==> config.mk <==
export PLATFORM = sky130hd
export DESIGN_NAME = regfile_wb_arbiter
export DESIGN_NICKNAME = d
export VERILOG_FILES = /design/src/rtl/regfile_arb_pkg.sv /design/src/rtl/wb_fifo.sv /design/src/rtl/regfile_wb_arbiter.sv
export SDC_FILE = /design/constraint.sdc
export NUM_CORES = 1
export LEC_CHECK = 0
export ABC_AREA = 1
export BUFFER_PORTS_ARGS = -buffer_cell sky130_fd_sc_hd__buf_2
export CORE_MARGIN = 2
export CORE_UTILIZATION = 45
export CTS_BUF_LIST = sky130_fd_sc_hd__clkbuf_16
export CTS_CLUSTER_SIZE = 40
export DETAILED_ROUTE_END_ITERATION = 8
export GPL_TIMING_DRIVEN = 0
export PLACE_DENSITY = 0.68
export SLEW_MARGIN = 30
export SYNTH_ARGS = -nofsm -noshare
export SYNTH_HDL_FRONTEND = slang
export SYNTH_SLANG_ARGS = --single-unit
==> constraint.sdc <==
create_clock -name clk -period 7.5 [get_ports clk]
set_clock_uncertainty 0.15 [all_clocks]
set_input_delay 1.5 -clock clk [delete_from_list [all_inputs] [get_ports clk]]
set_output_delay 1.5 -clock clk [all_outputs]
set_load 0.03 [all_outputs]
==> src/rtl/regfile_arb_pkg.sv <==
// Shared types and constants for the register-file write-port arbiter.
package regfile_arb_pkg;

   localparam int NUM_REGS  = 32;
   localparam int REG_IDX_W = $clog2(NUM_REGS);
   localparam int WB_XLEN   = 32;

   typedef enum logic [1:0] {
      RUN,
      DRAIN,
      HALTED
   } arb_state_t;

   typedef struct packed {
      logic [REG_IDX_W-1:0] rd;
      logic [WB_XLEN-1:0]   data;
   } wb_req_t;

endpackage

==> src/rtl/wb_fifo.sv <==
// Small shift-style FIFO of writeback requests. Slot 0 is always the head.
// Per-slot rd/valid are exported so the arbiter can detect WAW hazards.
import regfile_arb_pkg::*;

module wb_fifo #(
   parameter int  DEPTH = 2,
   localparam int CW    = $clog2(DEPTH + 1)
) (
   input  logic                               clk,
   input  logic                               rst_b,
   input  logic                               push_i,
   input  wb_req_t                            push_req_i,
   input  logic                               pop_i,
   output wb_req_t                            head_o,
   output logic                               full_o,
   output logic                               empty_o,
   output logic [CW-1:0]                      count_o,
   output logic [DEPTH-1:0][REG_IDX_W-1:0]    entry_rd_o,
   output logic [DEPTH-1:0]                   entry_valid_o
);

   wb_req_t [DEPTH-1:0] entriesQ;
   wb_req_t [DEPTH-1:0] entriesD;
   logic [CW-1:0]       countQ;
   logic [CW-1:0]       countD;
   logic [CW-1:0]       slot;
   logic                doPush;
   logic                doPop;

   assign doPop  = pop_i && (countQ != '0);
   assign doPush = push_i && ((countQ != CW'(DEPTH)) || doPop);

   // Shift the queue on pop, then drop a pushed request into the first free slot.
   always_comb begin
      entriesD = entriesQ;
      slot     = countQ;
      if (doPop) begin
         for (int i = 0; i < DEPTH - 1; i++) begin
            entriesD[i] = entriesQ[i+1];
         end
         slot = countQ - CW'(1);
      end
      if (doPush) begin
         for (int i = 0; i < DEPTH; i++) begin
            if (CW'(i) == slot) begin
               entriesD[i] = push_req_i;
            end
         end
      end
   end

   // Occupancy bookkeeping; a simultaneous push and pop leaves it unchanged.
   always_comb begin
      countD = countQ;
      unique case ({doPush, doPop})
         2'b10:   countD = countQ + CW'(1);
         2'b01:   countD = countQ - CW'(1);
         default: countD = countQ;
      endcase
   end

   // Storage and occupancy registers; reset discards everything buffered.
   always_ff @(posedge clk or negedge rst_b) begin
      if (!rst_b) begin
         entriesQ <= '0;
         countQ   <= '0;
      end else begin
         entriesQ <= entriesD;
         countQ   <= countD;
      end
   end

   // Expose per-slot destination and occupancy for the hazard compare.
   always_comb begin
      entry_rd_o    = '0;
      entry_valid_o = '0;
      for (int i = 0; i < DEPTH; i++) begin
         entry_rd_o[i]    = entriesQ[i].rd;
         entry_valid_o[i] = (CW'(i) < countQ);
      end
   end

   assign head_o  = entriesQ[0];
   assign empty_o = (countQ == '0);
   assign full_o  = (countQ == CW'(DEPTH));
   assign count_o = countQ;

endmodule

==> src/rtl/regfile_wb_arbiter.sv <==
// Arbitrates the register file's single write port between the in-order
// pipeline writeback (A) and buffered long-latency results (B), keeping
// same-register write order, bounding B starvation, and draining on halt.
import regfile_arb_pkg::*;

module regfile_wb_arbiter #(
   parameter int XLEN         = 32,
   parameter int FIFO_DEPTH   = 2,
   parameter int STARVE_LIMIT = 4
) (
   input  logic                             clk,
   input  logic                             rst_b,
   input  logic                             a_valid,
   output logic                             a_ready,
   input  logic [REG_IDX_W-1:0]             a_rd,
   input  logic [XLEN-1:0]                  a_data,
   input  logic                             b_valid,
   output logic                             b_ready,
   input  logic [REG_IDX_W-1:0]             b_rd,
   input  logic [XLEN-1:0]                  b_data,
   output logic                             rd_we,
   output logic [REG_IDX_W-1:0]             rd_num,
   output logic [XLEN-1:0]                  rd_data,
   input  logic                             halt_req,
   output logic                             halted,
   output logic [$clog2(FIFO_DEPTH+1)-1:0]  pend_cnt
);

   localparam int             CW         = $clog2(FIFO_DEPTH + 1);
   localparam int             SW         = $clog2(STARVE_LIMIT + 1);
   localparam logic [SW-1:0]  STARVE_MAX = SW'(STARVE_LIMIT);

   arb_state_t                            stateQ;
   arb_state_t                            stateD;
   logic [SW-1:0]                         starveQ;
   logic [SW-1:0]                         starveD;
   logic                                  rdWeQ;
   logic                                  rdWeD;
   logic [REG_IDX_W-1:0]                  rdNumQ;
   logic [REG_IDX_W-1:0]                  rdNumD;
   logic [XLEN-1:0]                       rdDataQ;
   logic [XLEN-1:0]                       rdDataD;

   logic                                  fifoPush;
   logic                                  fifoPop;
   logic                                  fifoFull;
   logic                                  fifoEmpty;
   logic [CW-1:0]                         fifoCount;
   wb_req_t                               headReq;
   wb_req_t                               pushReq;
   logic [FIFO_DEPTH-1:0][REG_IDX_W-1:0]  entryRd;
   logic [FIFO_DEPTH-1:0]                 entryValid;

   logic                                  wawHit;
   logic                                  starved;
   logic                                  holdOffA;
   logic                                  grantA;

   assign pushReq = {b_rd, WB_XLEN'(b_data)};

   wb_fifo #(
      .DEPTH (FIFO_DEPTH)
   ) u_fifo (
      .clk           (clk),
      .rst_b         (rst_b),
      .push_i        (fifoPush),
      .push_req_i    (pushReq),
      .pop_i         (fifoPop),
      .head_o        (headReq),
      .full_o        (fifoFull),
      .empty_o       (fifoEmpty),
      .count_o       (fifoCount),
      .entry_rd_o    (entryRd),
      .entry_valid_o (entryValid)
   );

   // An A write to a register that still has an older buffered B write must wait.
   always_comb begin
      wawHit = 1'b0;
      for (int i = 0; i < FIFO_DEPTH; i++) begin
         if (entryValid[i] && (entryRd[i] == a_rd)) begin
            wawHit = 1'b1;
         end
      end
      if (a_rd == '0) begin
         wawHit = 1'b0;
      end
   end

   assign starved  = (starveQ == STARVE_MAX);
   assign holdOffA = !fifoEmpty && (starved || wawHit);

   // Halt sequencing state register.
   always_ff @(posedge clk or negedge rst_b) begin
      if (!rst_b) begin
         stateQ <= RUN;
      end else begin
         stateQ <= stateD;
      end
   end

   // Halt sequencing: drain until the FIFO and the output stage are both idle.
   always_comb begin
      stateD = stateQ;
      unique case (stateQ)
         RUN:    if (halt_req) stateD = DRAIN;
         DRAIN:  if (fifoEmpty && !rdWeQ) stateD = HALTED;
         HALTED: stateD = HALTED;
         default: stateD = RUN;
      endcase
   end

   // Per-state handshakes, FIFO pop decision and the halted flag.
   always_comb begin
      a_ready = 1'b0;
      b_ready = 1'b0;
      fifoPop = 1'b0;
      halted  = 1'b0;
      unique case (stateQ)
         RUN: begin
            a_ready = !holdOffA;
            b_ready = !fifoFull;
            fifoPop = !fifoEmpty && (!a_valid || starved || wawHit);
         end
         DRAIN: begin
            fifoPop = !fifoEmpty;
            halted  = fifoEmpty && !rdWeQ;
         end
         HALTED: begin
            halted = 1'b1;
         end
         default: begin
            halted = 1'b0;
         end
      endcase
   end

   assign fifoPush = b_valid && b_ready;
   assign grantA   = a_valid && a_ready && !fifoPop;

   // Select the write for next cycle; x0 grants are consumed without a write.
   always_comb begin
      rdWeD   = 1'b0;
      rdNumD  = rdNumQ;
      rdDataD = rdDataQ;
      if (fifoPop) begin
         if (headReq.rd != '0) begin
            rdWeD   = 1'b1;
            rdNumD  = headReq.rd;
            rdDataD = XLEN'(headReq.data);
         end
      end else if (grantA) begin
         if (a_rd != '0) begin
            rdWeD   = 1'b1;
            rdNumD  = a_rd;
            rdDataD = a_data;
         end
      end
   end

   // Count A wins while B waits; any pop or an empty FIFO restarts the count.
   always_comb begin
      starveD = starveQ;
      if (fifoPop || fifoEmpty) begin
         starveD = '0;
      end else if (grantA && !starved) begin
         starveD = starveQ + SW'(1);
      end
   end

   // Registered write port and starvation counter.
   always_ff @(posedge clk or negedge rst_b) begin
      if (!rst_b) begin
         rdWeQ   <= 1'b0;
         rdNumQ  <= '0;
         rdDataQ <= '0;
         starveQ <= '0;
      end else begin
         rdWeQ   <= rdWeD;
         rdNumQ  <= rdNumD;
         rdDataQ <= rdDataD;
         starveQ <= starveD;
      end
   end

   assign rd_we    = rdWeQ;
   assign rd_num   = rdNumQ;
   assign rd_data  = rdDataQ;
   assign pend_cnt = fifoCount;

endmodule

* Yosys cells after proc, flatten, opt, wreduce, memory -nomap -nowiden
Index checks and enable logic that the tools add are counted.
** Storage, ports and cells
- Bits in registers :: 119
- Input port bits :: 79
- Output and inout port bits :: 43
- Logic and storage cells :: 94
** Operators by class
- Add/subtract/negate cells :: 3
- $lt $le $gt $ge :: 2
- Equal/unequal tests :: 13
- Muxes and demuxes :: 29
- Reduce and logical (&&, ||, !) cells :: 37
** Operators by type and width (count)
- $mux 32 :: 4
- $mux 37 :: 3
- $mux 5 :: 4
- $logic_and 1x1->1 :: 11
- $eq 5x5->1 :: 2
- $reduce_bool 2->1 :: 5
- $reduce_bool 5->1 :: 2
- $mux 1 :: 9
- $logic_not 1->1 :: 7
- $eq 2x2->1 const B :: 3
- $logic_not 2->1 :: 3
- $mux 2 :: 3
- $mux 3 :: 2
- $ne 2x2->1 const B :: 3
- $pmux 2 s3 :: 1
- $logic_not 5->1 :: 1
- $logic_or 1x1->1 :: 5
- $eq 2x1->1 const B :: 2
- $lt 1x2->1 const A :: 2
- $pmux 1 s2 :: 2
- $pmux 2 s2 :: 1
- $reduce_and 2->1 :: 2
- $add 3x1->3 const B :: 1
- $eq 3x3->1 const B :: 1
- 5 further kinds :: 5

* Logic depth before layout (Yosys ltp)
Gate-level depths: netlist of run 1.
- Word-level depth :: 14
- Mapped depth :: 18
- Mapped depth without buffers :: 16

* Hierarchy
Synthesis of run 1 repeated with hierarchy kept, for this count alone.
** Unflattened totals
- Cells, all modules :: 931
- Area total of the unflattened synthesis :: 6847.8 µm²
** Modules (own cells, without submodules)
- wb_fifo :: times used 1, cells an instance 526, area each 4117.7 µm², sequential area each 1901.8 µm²
- regfile_wb_arbiter :: times used 1, cells an instance 405, area each 2730.1 µm², sequential area each 1076.0 µm²

* Worst setup path before layout of run 1
Ideal clock, no wire load.
- Path kind :: input to output
- From :: input port a_rd[0]
- To :: output port a_ready
- Arrival :: 2.308 ns
- Required time :: 5.850 ns
- Slack :: 3.542 ns
- Stages :: 11
- Buffers on the path :: 0
- Path through :: inv_1 nand2_1 nand2_1 nor2_1 nand3_1 nand2_1 nand2_1 nand2_1 nand2_1 nand2_1 inv_1
** Between the ends
- Word-level cells in the longest chain between the ends :: 9
- Elaborated cells between the ends (all ways) :: 12
- Those cells by class :: eq/ne: 2; mux: 4; reduce/logical: 6
** RTL lines
- from (decl) :: RTL line regfile_wb_arbiter.sv:15 : input logic [REG_IDX_W-1:0] a_rd,
- $eq 5x5->1 :: RTL line regfile_wb_arbiter.sv:81 : if (entryValid[i] && (entryRd[i] == a_rd)) begin
- $logic_and 1x1->1 :: RTL line regfile_wb_arbiter.sv:81
- $mux 1 (2 in a row) :: RTL line regfile_wb_arbiter.sv:81
- $mux 1 (*) :: RTL line regfile_wb_arbiter.sv:85 : if (a_rd == '0) begin
- $logic_or 1x1->1 (*) :: RTL line regfile_wb_arbiter.sv:91 : assign holdOffA = !fifoEmpty && (starved || wawHit);
- $logic_and 1x1->1 (*) :: RTL line regfile_wb_arbiter.sv:91
- $logic_not 1->1 (*) :: RTL line regfile_wb_arbiter.sv:121 : a_ready = !holdOffA;
- $mux 1 (*) :: RTL line regfile_wb_arbiter.sv:119 : unique case (stateQ)
- to (decl) :: RTL line regfile_wb_arbiter.sv:14 : output logic a_ready,
Every way passes the cells marked *; elsewhere a longest branch is shown, timed or not.

* Worst setup path in the final report of run 1
Ends and elaborated chain as after synthesis.

==> flow_summary.yaml, run 1 <==
status:
  status: "finished clean"
placed_design:
  portBuffers: 121
  dp_hpwl_um: 12200
  dpl_worst_slack_ns: 3.28
  gp_congestion: 0.897
clock_tree:
  cts_hold_buf: 0
  numClockSinks: 119
  tritoncts: "yes"
  clock_latency_ns: 0.41
  cts_post_setup_buffers_inserted: 0
  clk_pin_slew_ns: 0.05
  cts_root_buf: "clkbuf_16"
  clockBufferDepth: 2
  htreeDepth: 4
  cts_made_buffers: 17
  cts.repair.resized: 0
grt:
  grt_max_degree: 72
  track_usage_pct: 22.9
  grt_overflow: 0
  antenna_found_initial: 0
  first_global_vias: 5290
  grt_pass1_wl_um: 26400
sta:
  finalSetupViolCount: 0
  hold_viol_final: 0
  finalSetupTns_ns: 0
  whs_ns: 0.313
  setup_ws_ns: 3.27
  report.final.slew_viol_count: 0
  fmax_mhz: 237
  period_minus_slack_ns: 4.23
  tightest_slew_ns: 0.505
  slew_headroom_pct: 66.4
  min_period_over_period_pct: 56.3
  rsz0062_at_grt: "no"
route:
  drtPass1Iterations: 6
  antenna_left: 0
  dr.first_iter.drc_count: 451
  drcViolationCount: 0
  wire_per_inst_um: 13.7
  viasPerCell: 4.85
  dr_total_vias: 5755
  routed_wl_um: 16300
worst_setup_path:
  crit_path_start_kind: "input pin"
  worstPathRequired_ns: 5.85
  slowest_stage: "buf_2"
  cp_top_family: "simple AND/OR/NAND/NOR gates"
  arrival_ns: 2.58
  cpPeakStageDelay_ns: 0.18
  crit_chain: "buf_2 > inv_1 > nand2_1 > nand2_1 > nor2_1 > nand3_1 > nand2_1 > nand2_1 > nand2_1 > nand2_1 > nand2_1 > inv_1 > buf_2"
  worst-path-stages: 13
  rrSetupSlack_ns: 4.62
  crit_end: "a_ready"
  worstReg2RegEnd: "u_fifo.count_o[1]$_DFFE_PN0P_"
  worst_setup_path_end_kind: "primary output"
  crit_fanout: 6
  path_common_cell: "nand2_1"
  setup.worst_path.class: "in -> out"
  rr_startpoint: "u_fifo.count_o[0]$_DFFE_PN0P_"
  crit_buf_inv: 4
  rr_worst_depth: 16
  critPathLaunch: "a_rd[0]"
pwr:
  pwr-share-seq_pct: 45.2
  p_int_mw: 1.11
  p_sw_mw: 0.315
  power_mw: 1.42
  powerDensity_nw_per_um2: 185
  p_leak_nw: 4.57
  p_sw_share_pct: 22.2
  power_frac_clock_pct: 50.8
  combPwrFrac_pct: 4.0
  ir_worst_vdd_mv: 0.158
finish:
  n_antenna_cell: 0
  fillers: 1396
  final_layout_size_suffix_gt1_share_pct: 21.0
  fin_util_pct: 55.7
  area_growth_pct: 22.1
  fin_nets: 1081
floorplan:
  die_y_um: 122
  initial_utilization_pct: 45.6
  ios: 122
  row_count: 43
  dieArea_um2: 14900
  core_um2: 13800
  die_x_um: 122
min_path:
  hold_class: "reg -> reg"
synthesis:
  synthesis.area_um2: 6280
  synth_warnings: 0
  yosysUniqueCellTypes: 25
  syn_nets: 940
  synth-seq-area-share_pct: 47.4
  syn-instance-count: 852
  synth-seq-cells: 119
  syn_avg_cell_area_um2: 7.38
run:
  drv_cap: 0
==> synth_stat cells, drive strengths merged <==
library cell / n / area [um2]
nand2: 517 / 1970
nand3: 11 / 97.6
nor3b: 1 / 7.51
nor3: 1 / 10.0
ha: 9 / 113
clkbuf: 9 / 33.8
inv: 28 / 105
dfrtp: 119 / 2980
nor2: 17 / 66.3
a21oi: 4 / 20.0
xnor2: 2 / 17.5
buf: 44 / 309
a21boi: 1 / 18.8
o21a: 1 / 7.51
o21ai: 13 / 65.1
nand4: 75 / 469
==> tightest hold or removal path: stages (launching register included) <==
cell	delay [ns]
dfrtp_1	0.33
nand2_1	0.05
nand2_1	0.04
==> state kept, by name, indices dropped and copies added, names as in the netlist <==
| signal | cells |
|---|---|
| starveQ | 3 |
| u_fifo.head_o | 32 |
| rd_data | 32 |
| u_fifo.count_o | 2 |
| u_fifo.entry_rd_o | 10 |
| rd_num | 5 |
| u_fifo.entriesQ | 32 |
| stateQ | 2 |
| rd_we | 1 |
==> per-layer routing <==
metal,share of wire (%),wire length [um],global-route usage [%],up-vias
met1,50,8170,34.4,2604
met2,43,7040,33.5,145
li1,-,-,-,2990
met5,0,0,0,-
met3,5.5,903,4.87,16
met4,1.2,189,6.32,0
==> cells by family (layout without fill, tap and decap cells) <==
logic type,count (synthesis),after routing,synth area share [%]
DFF,119,119,47.4
xor gates and xnor gates,2,2,0.279
adders and majority gates,9,9,1.79
buffers and inverters,81,235,7.13
and+or+nand+nor,622,622,41.6
AOI/OAI and AO/OA,19,19,1.77
==> metrics by stage <==
step / area [um2] / instances
floorplan: 6280 / 852
global placement: 7110 / 1153
detailed placement: 7150 / 1154
CTS: 7670 / 1186
global route: 7670 / 1186
finish: 7670 / 1186
==> power by group through the flow <==
stage | logic (mW) | registers, mW | clock network [mW]
6_report | 0.0573 | 0.643 | 0.723
5_1_grt | 0.0646 | 0.642 | 0.760
4_1_cts | 0.0580 | 0.643 | 0.733
3_5_place_dp | 0.0578 | 0.654 | 0
3_3_place_gp | 0.0557 | 0.654 | 0
2_1_floorplan | 0.0130 | 0.654 | 0
==> layout by cell type (no fill, tap or decap), drive strengths merged <==
cell type    n
nor3b        1
o21a         1
nor3         1
o21ai       13
a21boi       1
inv         30
xnor2        2
a21oi        4
clkbuf      26
bufinv       1
nor2        17
ha           9
clkinv      11
dfrtp      119
clkinvlp     1
nand4       75
nand2      517
buf        166
nand3       11
==> worst min-delay path by stage <==
stage                               startpoint                               to  slack [ns]  depth (start not counted)
2_1_floorplan  u_fifo.entriesQ[37]$_DFFE_PN0P_  u_fifo.entriesQ[37]$_DFFE_PN0P_        0.29                          2
3_3_place_gp           rd_data[17]$_DFFE_PN0P_          rd_data[17]$_DFFE_PN0P_        0.30                          2
3_5_place_dp           rd_data[11]$_DFFE_PN0P_          rd_data[11]$_DFFE_PN0P_        0.30                          2
4_1_cts                rd_data[11]$_DFFE_PN0P_          rd_data[11]$_DFFE_PN0P_        0.32                          2
5_1_grt                rd_data[18]$_DFFE_PN0P_          rd_data[18]$_DFFE_PN0P_        0.33                          2
6_report               rd_data[12]$_DFFE_PN0P_          rd_data[12]$_DFFE_PN0P_        0.31                          2
==> layout make-up <==
class | instances | area [um2] | share of cell area (%)
sequential | 119 | 2980 | 38.8
multi-input combinational | 652 | 2860 | 37.2
buffer | 53 | 343 | 4.47
timing repair buffer | 122 | 643 | 8.38
inverter | 28 | 105 | 1.37
clock buffer | 17 | 425 | 5.54
tap | 180 | 225 | 2.93
clock inverter | 15 | 96.3 | 1.26
(Power assumes the default switching activity.)
==> inputs of run 2 (changes only) <==
--- a/config.mk
+++ b/config.mk
@@ -13,7 +13,7 @@
 export CTS_CLUSTER_SIZE = 40
 export DETAILED_ROUTE_END_ITERATION = 8
 export GPL_TIMING_DRIVEN = 0
-export PLACE_DENSITY = 0.68
+export PLACE_DENSITY = 0.71
 export SLEW_MARGIN = 30
 export SYNTH_ARGS = -nofsm -noshare
 export SYNTH_HDL_FRONTEND = slang
==> constraint.sdc (replaced) <==
create_clock -name clk -period 3.7 [get_ports clk]
set_clock_uncertainty 0.15 [all_clocks]
set_input_delay 0.74 -clock clk [delete_from_list [all_inputs] [get_ports clk]]
set_output_delay 0.74 -clock clk [all_outputs]
set_load 0.03 [all_outputs]
==> run 2 against run 1 <==
Effect of this change:
- non-clock buffer count stayed put
- die area unchanged
- total power rose by 120%
- critical path depth stayed put
- combinational power is 100% higher
- clock power rose by 140%
- core utilization up 0.68 points
- largest cell class unchanged
- final cell count about the same
- critical endpoint unchanged
- global-route usage rose by 0.078 points
==> flow_summary.yaml, run 2 (synthesis gave the netlist of run 1 again) <==
worst_setup_path:
  critPathLaunch: "u_fifo.count_o[0]$_DFFE_PN0P_"
  rr_startpoint: "u_fifo.count_o[0]$_DFFE_PN0P_"
  worst_setup_path_end_kind: "primary output"
  crit_fanout: 6
  worstReg2RegEnd: "u_fifo.count_o[1]$_DFFE_PN0P_"
  arrival_ns: 2.20
  crit_path_start_kind: "flip-flop"
  rrSetupSlack_ns: 0.83
  worstPathRequired_ns: 2.81
  rr_worst_depth: 16
  setup.worst_path.class: "reg -> out"
pwr:
  powerDensity_nw_per_um2: 406
  power_frac_clock_pct: 55.0
  combPwrFrac_pct: 3.7
  p_int_mw: 2.52
  pwr-share-seq_pct: 41.3
  p_sw_mw: 0.637
  p_leak_nw: 4.61
  p_sw_share_pct: 20.2
  ir_worst_vdd_mv: 0.295
floorplan:
  die_y_um: 122
  ios: 122
  die_x_um: 122
  dieArea_um2: 14900
  row_count: 43
  initial_utilization_pct: 45.6
  core_um2: 13800
route:
  drcViolationCount: 0
  wl_met3_um: 795
  viasPerCell: 4.82
  antenna_left: 0
  met2_length_um: 7480
  wl_met1_um: 7960
  drtPass1Iterations: 5
  routed_wl_um: 16400
  dr_total_vias: 5712
  wire_per_inst_um: 13.9
  topRoutingLayerUsed: "met4"
  dr.first_iter.drc_count: 458
finish:
  fin_util_pct: 56.4
  final_cell_mix: "nand2_1 (511), buf_2 (142), dfrtp_1 (119), nand4_1 (75), inv_1 (24)"
  fin_nets: 1081
  layout.cells.non_filler: 1185
  final_layout_size_suffix_gt1_share_pct: 20.8
  layout_commonest_cell: "nand2_1"
  n_antenna_cell: 0
  area_growth_pct: 23.6
clock_tree:
  cts_made_buffers: 17
  numClockSinks: 119
  tritoncts: "yes"
  cts_post_setup_buffers_inserted: 0
  cts.repair.resized: 0
  clk_pin_slew_ns: 0.05
  cts_root_buf: "clkbuf_16"
  htreeDepth: 4
  cts_hold_buf: 0
  clock_latency_ns: 0.41
  clockBufferDepth: 2
min_path:
  hold_class: "in -> async"
placed_design:
  gp_congestion: 0.932
  portBuffers: 121
  dp_hpwl_um: 12300
  numPlacedInstances: 1154
sta:
  period_minus_slack_ns: 3.09
  whs_ns: 0.0736
  hold_viol_final: 0
  tightest_slew_ns: 0.476
  finalSetupViolCount: 0
  fmax_mhz: 323
  min_period_over_period_pct: 83.6
  report.final.slew_viol_count: 0
  finalSetupTns_ns: 0
  rsz0062_at_grt: "no"
  slew_headroom_pct: 68.3
grt:
  track_usage_pct: 23.0
  grt_max_degree: 74
  grt_pass1_wl_um: 26500
  grt_overflow: 0
  antenna_found_initial: 0
  first_global_vias: 5330
status:
  status: "finished clean"
run:
  drv_cap: 0
[run 2: per-stage QoR]
stage / power [mW] / cell area, um2 / setup slack (ns)
CTS: 3.17 / 7770 / 0.599
global route: 3.24 / 7770 / 0.413
floorplan: 1.35 / 6280 / 1.02
detailed placement: 1.44 / 7150 / 0.784
finish: 3.16 / 7770 / 0.608
global placement: 1.44 / 7110 / 0.236
[run 2: worst max path at each step]
stage,to,slack [ns],cells past startpoint
floorplan,u_fifo.entriesQ[37]$_DFFE_PN0P_,1.02,9
global placement,rd_data[11]$_DFFE_PN0P_,0.24,1
finish,a_ready,0.61,13
CTS,a_ready,0.60,13
global route,a_ready,0.41,13
detailed placement,u_fifo.count_o[1]$_DFFE_PN0P_,0.78,15
[run 2: final cells by class]
type	count	area [um2]
Buffer	53	343
Clock buffer	17	425
Clock inverter	14	190
Fill cell	1361	6010
Inverter	28	105
Multi-Input combinational cell	652	2860
Sequential cell	119	2980
Tap cell	180	225
Timing Repair Buffer	122	643
[run 2: worst max-delay path, stage by stage, from the launching register on]
cell and delay, ns:
dfrtp_1 0.45, inv_1 0.14, ha_1 0.25, inv_2 0.13, nand2_1 0.07, nor2_1 0.10
nand3_1 0.07, nand2_1 0.09, nand2_1 0.09, nand2_1 0.07, nand2_1 0.06, nand2_1 0.07
inv_1 0.04, buf_2 0.16
[run 2: per-layer routing]
metal,vias to the layer above,track usage [%]
met2,150,35.2
met3,15,4.45
met4,0,6.90
li1,2988,-
met1,2559,33.1
met5,-,0
[run 2: power by group through the flow]
stage | Sequential (mW) | Combinational [mW] | Clock (mW)
after floorplan | 1.33 | 0.0263 | 0
after global placement | 1.33 | 0.113 | 0
after detailed placement | 1.33 | 0.117 | 0
after CTS | 1.30 | 0.118 | 1.75
after global routing | 1.30 | 0.131 | 1.81
final | 1.30 | 0.117 | 1.74
==> inputs of run 3 (changes only) <==
--- a/config.mk
+++ b/config.mk
@@ -13,7 +13,7 @@
 export CTS_CLUSTER_SIZE = 40
 export DETAILED_ROUTE_END_ITERATION = 8
 export GPL_TIMING_DRIVEN = 0
-export PLACE_DENSITY = 0.71
+export PLACE_DENSITY = 0.68
 export SLEW_MARGIN = 30
 export SYNTH_ARGS = -nofsm -noshare
 export SYNTH_HDL_FRONTEND = slang
==> constraint.sdc (replaced) <==
create_clock -name clk -period 3.2 [get_ports clk]
set_clock_uncertainty 0.15 [all_clocks]
set_input_delay 0.64 -clock clk [delete_from_list [all_inputs] [get_ports clk]]
set_output_delay 0.64 -clock clk [all_outputs]
set_load 0.03 [all_outputs]
==> run 3 against run 2 <==
Effect of this change:
- wire length fell by 0.83%
- sequential share of layout area rose by 0.42 points
- critical endpoint unchanged
- sequential power rose by 16%
- largest power group unchanged
- final cell count rose by 0.17%
- clock-buffer cell count did not move
- non-clock buffer count rose by 1
==> flow_summary.yaml, run 3 (synthesis gave the netlist of run 1 again) <==
status:
  status: "finished clean"
finish:
  design_area_um2: 7680
  final_layout_size_suffix_gt1_share_pct: 21.0
  n_antenna_cell: 0
  area_growth_pct: 22.3
  fin_util_pct: 55.8
  fin_nets: 1082
  final_cell_mix: "nand2_1 (511), buf_2 (142), dfrtp_1 (119), nand4_1 (75), inv_1 (24)"
  layout_commonest_cell: "nand2_1"
route:
  wire_per_inst_um: 13.7
  antenna_left: 0
  routed_wl_um: 16300
  dr_total_vias: 5785
  drcViolationCount: 0
  drtPass1Iterations: 5
  dr.first_iter.drc_count: 461
  viasPerCell: 4.87
floorplan:
  die_y_um: 122
  die_x_um: 122
  core_um2: 13800
  ios: 122
  row_count: 43
  dieArea_um2: 14900
  initial_utilization_pct: 45.6
grt:
  grt_pass1_wl_um: 26400
  antenna_found_initial: 0
  track_usage_pct: 22.9
  grt_max_degree: 72
  first_global_vias: 5300
  grt_overflow: 0
worst_setup_path:
  crit_path_start_kind: "flip-flop"
  rr_startpoint: "u_fifo.count_o[0]$_DFFE_PN0P_"
  setup.worst_path.class: "reg -> out"
  crit_fanout: 6
  worstPathRequired_ns: 2.41
  worstReg2RegEnd: "u_fifo.count_o[1]$_DFFE_PN0P_"
  rrSetupSlack_ns: 0.30
  critPathLaunch: "u_fifo.count_o[0]$_DFFE_PN0P_"
  arrival_ns: 2.20
  rr_worst_depth: 16
  worst_setup_path_end_kind: "primary output"
clock_tree:
  cts_root_buf: "clkbuf_16"
  clock_latency_ns: 0.42
  cts_hold_buf: 1
  cts_post_setup_buffers_inserted: 0
  cts_made_buffers: 17
  htreeDepth: 4
  numClockSinks: 119
  clockBufferDepth: 2
  tritoncts: "yes"
  clk_pin_slew_ns: 0.05
  cts.repair.resized: 0
min_path:
  whs_path_depth: 2
  hold_class: "reg -> reg"
  whs_endpoint: "rd_data[0]$_DFFE_PN0P_"
  min_from: "rd_data[0]$_DFFE_PN0P_"
sta:
  tightest_slew_ns: 0.494
  setup_ws_ns: 0.208
  rsz0062_at_grt: "no"
  period_minus_slack_ns: 2.99
  report.final.slew_viol_count: 0
  finalSetupViolCount: 0
  fmax_mhz: 334
  min_period_over_period_pct: 93.5
  hold_viol_final: 0
  slew_headroom_pct: 67.1
placed_design:
  dpl_worst_slack_ns: 0.318
  gp_congestion: 0.897
  dpl_cell_area_um2: 7150
  dp_hpwl_um: 12200
  portBuffers: 121
pwr:
  ir_worst_vdd_mv: 0.371
  powerDensity_nw_per_um2: 434
  p_leak_nw: 4.57
run:
  drv_cap: 0
run 3: changes by cell type in the layout (fill, tap and decap cells not counted):
cell / delta
bufinv_16: -4
clkinv_1: -1
clkinv_2: +6
dlygate4sd3_1: +1
run 3: per-layer routing:
metal / wire length [um] / share of wire, % / global-route usage (%)
met1: 8080 / 50 / 34.4
met2: 7080 / 43 / 33.6
met3: 962 / 5.9 / 4.87
met4: 189 / 1.2 / 6.32
met5: 0 / 0 / 0
run 3: layout make-up:
| class | count | area [um2] |
|---|---|---|
| fill | 1395 | 6090 |
| sequential | 119 | 2980 |
| multi-input combinational | 652 | 2860 |
| timing repair buffer | 123 | 653 |
| clock buffer | 17 | 425 |
| buffer | 53 | 343 |
| tap | 180 | 225 |
| inverter | 28 | 105 |
| clock inverter | 15 | 96.3 |
run 3: worst max path at each step:
stage / to / slack (ns)
floorplan: u_fifo.entriesQ[37]$_DFFE_PN0P_ / 0.52
global placement: rd_data[16]$_DFFE_PN0P_ / -0.16
detailed placement: u_fifo.count_o[1]$_DFFE_PN0P_ / 0.32
CTS: a_ready / 0.20
global route: a_ready / 0.04
finish: a_ready / 0.21
run 3: report_power, final:
group          internal [mW]  switching, mW  total, mW  leakage, nW
Combinational         0.0533         0.0817      0.135         2.66
Sequential              1.51              0       1.51         1.65
Clock                   1.04          0.656       1.69        0.270
Total                   2.60          0.738       3.33         4.57
run 3: per-stage QoR:
| step | hold slack [ns] | instances | TNS (ns) | power, mW |
|---|---|---|---|---|
| after floorplan | 0.194 | 852 | 0 | 1.56 |
| after global placement | 0.301 | 1153 | -18.62 | 1.66 |
| after detailed placement | 0.303 | 1154 | 0 | 1.67 |
| after CTS | 0.317 | 1187 | 0 | 3.36 |
| after global routing | 0.330 | 1187 | 0 | 3.44 |
| final | 0.313 | 1187 | 0 | 3.33 |
run 3: critical path: stages (launching register included):
cell and delay [ns]:
dfrtp_1 0.46, inv_1 0.14, ha_1 0.25, inv_2 0.13, nand2_1 0.07, nor2_1 0.10
nand3_1 0.08, nand2_1 0.08, nand2_1 0.08, nand2_1 0.07, nand2_1 0.07, nand2_1 0.07
inv_1 0.04, buf_2 0.16
